$ cat src/rtl/msg_drop_pkg.sv
// Shared types and decision helpers for the msg_dropper policy controller.
package msg_drop_pkg;

    typedef enum logic [1:0] {
        PASS_ALL = 2'd0,
        DROP_ALL = 2'd1,
        PERIODIC = 2'd2,
        RSVD     = 2'd3
    } drop_mode_e;

    typedef enum logic {
        IDLE   = 1'b0,
        IN_MSG = 1'b1
    } ctrl_state_e;

    typedef enum logic {
        PASS = 1'b0,
        DROP = 1'b1
    } phase_e;

    // Degenerate PERIODIC settings collapse onto the fixed modes; RSVD passes.
    function automatic drop_mode_e resolve_mode(input drop_mode_e mode,
                                                input logic       pass_zero,
                                                input logic       drop_zero);
        drop_mode_e res;
        case (mode)
            DROP_ALL: res = DROP_ALL;
            PERIODIC: begin
                if (drop_zero) begin
                    res = PASS_ALL;
                end else if (pass_zero) begin
                    res = DROP_ALL;
                end else begin
                    res = PERIODIC;
                end
            end
            default:  res = PASS_ALL;
        endcase
        return res;
    endfunction

    function automatic logic drop_for(input drop_mode_e mode, input phase_e ph);
        return (mode == DROP_ALL) || ((mode == PERIODIC) && (ph == DROP));
    endfunction

endpackage

$ cat src/rtl/msg_drop_ctrl_sat_counter.sv
// Saturating up-counter with a synchronous clear that wins over increment.
module sat_counter #(
    parameter int WIDTH = 32
) (
    input  logic             clk,
    input  logic             rst_n,
    input  logic             inc,
    input  logic             clr,
    output logic [WIDTH-1:0] cnt
);

    logic [WIDTH-1:0] cnt_q;
    logic [WIDTH-1:0] cnt_d;

    // Next count: clear, saturating increment, or hold.
    always_comb begin
        cnt_d = cnt_q;
        if (clr) begin
            cnt_d = '0;
        end else if (inc && (cnt_q != '1)) begin
            cnt_d = cnt_q + {{(WIDTH-1){1'b0}}, 1'b1};
        end else begin
            cnt_d = cnt_q;
        end
    end

    // Count register.
    always_ff @(posedge clk or negedge rst_n) begin
        if (!rst_n) begin
            cnt_q <= '0;
        end else begin
            cnt_q <= cnt_d;
        end
    end

    assign cnt = cnt_q;

endmodule

$ cat src/rtl/msg_drop_ctrl.sv
// Per-message pass/drop policy for msg_dropper: frozen decision per message,
// boundary-applied configuration, saturating statistics and sticky protocol error.
module msg_drop_ctrl
    import msg_drop_pkg::*;
#(
    parameter int CNT_W  = 16,
    parameter int STAT_W = 32
) (
    input  logic              clk,
    input  logic              rst_n,
    input  logic              cfg_load,
    input  logic [1:0]        cfg_mode,
    input  logic [CNT_W-1:0]  cfg_pass_cnt,
    input  logic [CNT_W-1:0]  cfg_drop_cnt,
    input  logic              mon_valid,
    input  logic              mon_ready,
    input  logic              mon_sop,
    input  logic              mon_eop,
    input  logic              drop_indication,
    output logic              drop,
    output logic [STAT_W-1:0] msg_cnt,
    output logic [STAT_W-1:0] drop_cnt,
    input  logic              stat_clr,
    output logic              proto_err
);

    ctrl_state_e      state_q, state_d;
    phase_e           phase_q, phase_d;
    logic [CNT_W-1:0] pcnt_q, pcnt_d;
    drop_mode_e       act_mode_q, act_mode_d;
    logic [CNT_W-1:0] act_pass_q, act_pass_d;
    logic [CNT_W-1:0] act_drop_q, act_drop_d;
    drop_mode_e       sh_mode_q, sh_mode_d;
    logic [CNT_W-1:0] sh_pass_q, sh_pass_d;
    logic [CNT_W-1:0] sh_drop_q, sh_drop_d;
    logic             pend_q, pend_d;
    logic             drop_q, drop_d;
    logic             perr_q, perr_d;

    logic             sop_acc_s, eop_acc_s, in_msg_s;
    logic             complete_s, boundary_s, copy_s, perr_evt_s;
    drop_mode_e       eff_s, sh_eff_s;
    logic [CNT_W-1:0] pcnt_inc_s;

    assign sop_acc_s  = mon_valid & mon_ready & mon_sop;
    assign eop_acc_s  = mon_valid & mon_ready & mon_eop;
    assign in_msg_s   = (state_q == IN_MSG);
    assign complete_s = eop_acc_s & (in_msg_s | sop_acc_s);
    assign boundary_s = eop_acc_s | (~in_msg_s & ~sop_acc_s);
    assign copy_s     = pend_q & boundary_s;
    assign perr_evt_s = (in_msg_s & sop_acc_s) | (~in_msg_s & eop_acc_s & ~sop_acc_s);
    assign eff_s      = resolve_mode(act_mode_q, act_pass_q == '0, act_drop_q == '0);
    assign sh_eff_s   = resolve_mode(sh_mode_q, sh_pass_q == '0, sh_drop_q == '0);
    assign pcnt_inc_s = pcnt_q + {{(CNT_W-1){1'b0}}, 1'b1};

    // Message framing state machine.
    always_comb begin
        state_d = state_q;
        case (state_q)
            IDLE: begin
                if (sop_acc_s && !eop_acc_s) begin
                    state_d = IN_MSG;
                end else begin
                    state_d = IDLE;
                end
            end
            IN_MSG: begin
                if (eop_acc_s) begin
                    state_d = IDLE;
                end else begin
                    state_d = IN_MSG;
                end
            end
            default: state_d = IDLE;
        endcase
    end

    // Period advance and decision; a pending config copy restarts the period.
    always_comb begin
        act_mode_d = act_mode_q;
        act_pass_d = act_pass_q;
        act_drop_d = act_drop_q;
        phase_d    = phase_q;
        pcnt_d     = pcnt_q;
        drop_d     = drop_q;
        if (copy_s) begin
            act_mode_d = sh_mode_q;
            act_pass_d = sh_pass_q;
            act_drop_d = sh_drop_q;
            phase_d    = PASS;
            pcnt_d     = '0;
            drop_d     = drop_for(sh_eff_s, PASS);
        end else if (complete_s) begin
            if (eff_s == PERIODIC) begin
                if (phase_q == PASS) begin
                    if (pcnt_inc_s == act_pass_q) begin
                        phase_d = DROP;
                        pcnt_d  = '0;
                    end else begin
                        pcnt_d  = pcnt_inc_s;
                    end
                end else begin
                    if (pcnt_inc_s == act_drop_q) begin
                        phase_d = PASS;
                        pcnt_d  = '0;
                    end else begin
                        pcnt_d  = pcnt_inc_s;
                    end
                end
            end else begin
                phase_d = PASS;
                pcnt_d  = '0;
            end
            drop_d = drop_for(eff_s, phase_d);
        end else begin
            drop_d = drop_q;
        end
    end

    // Shadow capture (last load wins) and the pending-copy flag.
    always_comb begin
        sh_mode_d = sh_mode_q;
        sh_pass_d = sh_pass_q;
        sh_drop_d = sh_drop_q;
        pend_d    = pend_q;
        if (cfg_load) begin
            sh_mode_d = drop_mode_e'(cfg_mode);
            sh_pass_d = cfg_pass_cnt;
            sh_drop_d = cfg_drop_cnt;
            pend_d    = 1'b1;
        end else if (copy_s) begin
            pend_d    = 1'b0;
        end else begin
            pend_d    = pend_q;
        end
        perr_d = perr_q | perr_evt_s;
    end

    // Control and configuration registers.
    always_ff @(posedge clk or negedge rst_n) begin
        if (!rst_n) begin
            state_q    <= IDLE;
            phase_q    <= PASS;
            pcnt_q     <= '0;
            act_mode_q <= PASS_ALL;
            act_pass_q <= '0;
            act_drop_q <= '0;
            sh_mode_q  <= PASS_ALL;
            sh_pass_q  <= '0;
            sh_drop_q  <= '0;
            pend_q     <= 1'b0;
            drop_q     <= 1'b0;
            perr_q     <= 1'b0;
        end else begin
            state_q    <= state_d;
            phase_q    <= phase_d;
            pcnt_q     <= pcnt_d;
            act_mode_q <= act_mode_d;
            act_pass_q <= act_pass_d;
            act_drop_q <= act_drop_d;
            sh_mode_q  <= sh_mode_d;
            sh_pass_q  <= sh_pass_d;
            sh_drop_q  <= sh_drop_d;
            pend_q     <= pend_d;
            drop_q     <= drop_d;
            perr_q     <= perr_d;
        end
    end

    sat_counter #(.WIDTH(STAT_W)) u_msg_cnt (
        .clk   (clk),
        .rst_n (rst_n),
        .inc   (complete_s),
        .clr   (stat_clr),
        .cnt   (msg_cnt)
    );

    sat_counter #(.WIDTH(STAT_W)) u_drop_cnt (
        .clk   (clk),
        .rst_n (rst_n),
        .inc   (drop_indication),
        .clr   (stat_clr),
        .cnt   (drop_cnt)
    );

    assign drop      = drop_q;
    assign proto_err = perr_q;

endmodule
$ cat config.mk
export PLATFORM = sky130hd
export DESIGN_NAME = msg_drop_ctrl
export DESIGN_NICKNAME = d
export VERILOG_FILES = /design/src/rtl/msg_drop_pkg.sv /design/src/rtl/msg_drop_ctrl_sat_counter.sv /design/src/rtl/msg_drop_ctrl.sv
export SDC_FILE = /design/constraint.sdc
export NUM_CORES = 1
export LEC_CHECK = 0
export ABC_AREA = 0
export CORE_ASPECT_RATIO = 0.6
export CORE_UTILIZATION = 45
export DETAILED_ROUTE_END_ITERATION = 7
export PLACE_DENSITY = 0.73
export SYNTH_ARGS = -nofsm -noshare
export SYNTH_HDL_FRONTEND = slang
export SYNTH_HIERARCHICAL = 1
export SYNTH_SLANG_ARGS = --single-unit
$ cat constraint.sdc
create_clock -name clk -period 3.42 [get_ports clk]
set_input_delay 0.855 -clock clk [delete_from_list [all_inputs] [get_ports clk]]
set_output_delay 0.855 -clock clk [all_outputs]
set_load 0.01 [all_outputs]
==> flow_summary_export.csv <==
group,metric,value,unit
timing,holdWs,0.468,ns
route,ant_nets,0,
clock_network,clock-sinks,153,
synth,synth_top_area_cell,"dfrtp_1",
layout,finalNetCount,998,
timing,rsz0062_at_grt,"no",
timing,max_freq,320,MHz
synth,avgSynthCellArea,10.3,um2
global_routing,grt-ovfl-total,0,
layout,multi_input_area,4370,um2
synth,synth_edf_count,0,
global_routing,grt_pass1_wl,35400,um
pwr,p_sw,1.35,mW
synth,syn_inst,828,
route,vias,6960,
route,viasPerCell,5.80,
synth,async_reset_ff_share,100,%
pwr,p_int,3.41,mW
run_status,violations,"DRC",
timing,drv_slew,0,
placement,dp_hpwl,15900,um
flow_run,cap_violations,0,
timing,min_period,3.13,ns
floorplan,coreArea,18300,um2
synth,syn-cell-area,8520,um2
setup_path,path_class,"flip-flop to flip-flop",
placement,gp_congestion,0.990,
synth,synth.area.top_cells,"dfrtp_1 (45%), mux2_2 (9.8%), xnor2_1 (4.3%)",
setup_path,slowest_delay,0.49,ns
clock_network,clk_path_buf_depth,2,
timing,relSlewSlack,41.5,%
clock_network,clk_pin_slew,0.07,ns
clock_network,cts_tree,"done",
clock_network,cts-root-buf,"clkbuf_16",
route,wl_per_cell,18.3,um
setup_path,crit_family,"simple AND/OR/NAND/NOR gates",
global_routing,grt_pass1_vias,6412,
layout,seq_area,3830,um2
pwr,comb_power_share,14.6,%
synth,synth_top_area_share,44.9,%
setup_path,cp_slowest_cell,"or4_4",
synth,seq_area_frac_synth,44.9,%
global_routing,grt.total_usage,23.3,%
floorplan,ios,109,
layout,stdcell_count,1201,
layout,fillers,1505,
timing,tightest_slew,0.877,ns
setup_path,critical_path_arrival,3.42,ns
synth,syn_nets,878,
floorplan,die_h,109,um
floorplan,die_w,180,um
setup_path,critPathMaxFanout,12,
pwr,clkPwrFrac,38.9,%
setup_path,path_cells,"ha_1 -> and3_1 -> nand3_1 -> xnor2_1 -> o2111ai_1 -> or4_4 -> o31ai_4 -> buf_4 -> nor3_1 -> a221o_1",
route,drc,14,
placement,post-place-ws,0.0863,ns
clock_network,clock_latency,0.42,ns
route,drtPass1Iterations,7,
floorplan,die_area,19500,um2
clock_network,cts_buffers,17,
placement,io_buffers,108,
setup_path,cp-end-kind,"flip-flop",
layout,areaGrowthSynthToFinish,24.0,%
floorplan,initial_core_util,46.6,%
run_status,outcome,"finished with violations",
global_routing,antenna_found_initial,1,
pwr,max-vdd-ir-drop,353,uV
route,totalWireLength,21900,um
timing,timing.final.crit_share,91.5,%
timing,setup_tns,0,ns
synth,ys_types,72,
pwr,power.density,451,nW/um2
timing,finalSetupViolations,0,
global_routing,grt_start_max_net_pins,81,
synth,synth-seq-cells,153,
layout,layout-drive-gt1-share,18.3,%
hold_path,min_path_type,"input port to asynchronous set/reset pin",
placement,place_inst,1167,
synth,synthFlopType,"dfrtp_1",
timing,clock_skew,0.0139,ns
setup_path,path_buf_inv,1,
pwr,sw_frac_of_total,28.4,%
floorplan,rows,38,
route,initialDrtViolationCount,698,
timing,timing.final.hold_violations,0,
pwr,p_leak,4.23,nW
timing,worst_slack,0.291,ns
pwr,seqPwrFrac,46.5,%
synth,ys_warn_count,6,
setup_path,required,3.71,ns
pwr,power.total,4.76,mW
clock_network,htree_num_levels,4,
setup_path,cp-start-kind,"flip-flop",
[cell type report]
class                   instances  share of cell area (%)
diodes                          1                  0.0237
clock buffers                  18                    4.16
clock inverters                13                    1.31
inverters                      29                    1.03
multi-input cells             603                    41.4
flip-flops and latches        153                    36.2
well taps                     240                    2.84
repair buffers                144                    13.1
[timing repair]
action | 4_1_cts | 5_1_grt
hold buffers | 0 | 0
setup buffers | 0 | 2
setup endpoints to repair | 0 | 1
resized for setup | 0 | 0
[flip-flops by register name, indices dropped and copies added, names as in the netlist]
name            cells
act_drop_q         16
drop                1
in_msg_s            1
sh_pass_q          16
act_pass_q         16
phase_q             1
u_drop_cnt/cnt     32
sh_mode_q           2
pend_q              1
sh_drop_q          16
u_msg_cnt/cnt      32
proto_err           1
pcnt_q             16
act_mode_q          2
[layer usage]
layer	share of wire, %	GRT usage [%]
met1	52	36.8
met3	7.9	5.22
met5	0	0
met4	0.68	4.56
met2	40	31.8
[stage by stage]
| step | utilization [%] | instance area, um2 |
|---|---|---|
| 3_3_place_gp | 54.5 | 9970 |
| 4_1_cts | 57.6 | 10600 |
| 5_1_grt | 57.7 | 10600 |
| 6_report | 57.7 | 10600 |
| 2_1_floorplan | - | 8520 |
| 3_5_place_dp | 54.5 | 9970 |
[worst paths after layout]
| kind | startpoint | end | slack, ns | cells past startpoint |
|---|---|---|---|---|
| worst max-delay path | pcnt_q[1] | pcnt_q[3] | 0.29 | 10 |
| worst min-delay path | rst_n | u_msg_cnt/cnt[17] | 0.47 | 1 |
| worst max register to register | pcnt_q[1] | pcnt_q[3] | 0.29 | 10 |
| worst min register to register | proto_err | proto_err | 0.47 | 1 |
| max in group asynchronous | rst_n | act_drop_q[1] | 2.20 | 2 |
| min in group clk | proto_err | proto_err | 0.47 | 1 |
[synth_stat cells (all sizes together) (12+ instances only)]
cell	count
xor2	16
a211oi	15
or3	12
nor2b	15
nor2	63
and3	19
a21oi	28
a21o	13
nand3	40
xnor2	43
o21ai	20
dfrtp	153
inv	29
nand4	27
nor3	18
buf	23
clkbuf	20
nand2	46
nor4	44
mux2	76
[power by group through the flow]
stage | clock, mW | sequential [mW] | combinational (mW)
after floorplan | 0 | 2.15 | 0.484
after global placement | 0 | 2.23 | 0.672
after detailed placement | 0 | 2.24 | 0.689
after CTS | 1.89 | 2.21 | 0.695
after global routing | 1.95 | 2.24 | 0.761
final | 1.85 | 2.22 | 0.694
[cells by family after synthesis]
kind of cell,synth area share (%)
and+or+nand+nor,21.6
adders and majority gates,1.03
muxes,10.5
xor gates and xnor gates,6.96
buffers and inverters,3.79
DFF,44.9
AOI/OAI and AO/OA,11.2
[layout by cell type, fill, tap and decap left out, types with 5 or more instances in the layout]
| master | netlist | routed |
|---|---|---|
| xor2_1 | 16 | 16 |
| and3_1 | 17 | 17 |
| nor2b_1 | 15 | 15 |
| a21oi_1 | 28 | 28 |
| a211oi_1 | 15 | 15 |
| dfrtp_1 | 153 | 153 |
| nand2b_1 | 8 | 8 |
| nor4_1 | 38 | 38 |
| xnor2_1 | 42 | 42 |
| o21ai_0 | 17 | 17 |
| nor3_1 | 17 | 17 |
| buf_4 | 5 | 33 |
| or3_1 | 12 | 12 |
| or4_1 | 6 | 6 |
| clkdlybuf4s50_1 | 0 | 105 |
| nor2_1 | 63 | 63 |
| nand2_1 | 46 | 46 |
| clkbuf_16 | 0 | 17 |
| o31ai_1 | 10 | 10 |
| nand3b_1 | 5 | 5 |
| a31o_2 | 5 | 5 |
| mux2_2 | 74 | 74 |
| inv_6 | 0 | 5 |
| inv_1 | 29 | 29 |
| ha_1 | 7 | 7 |
| and2_1 | 7 | 7 |
| a21o_1 | 12 | 12 |
| nand4_1 | 24 | 24 |
| and4_1 | 5 | 5 |
| nand3_1 | 37 | 37 |
No activity file was read; power rests on OpenSTA's default activity.
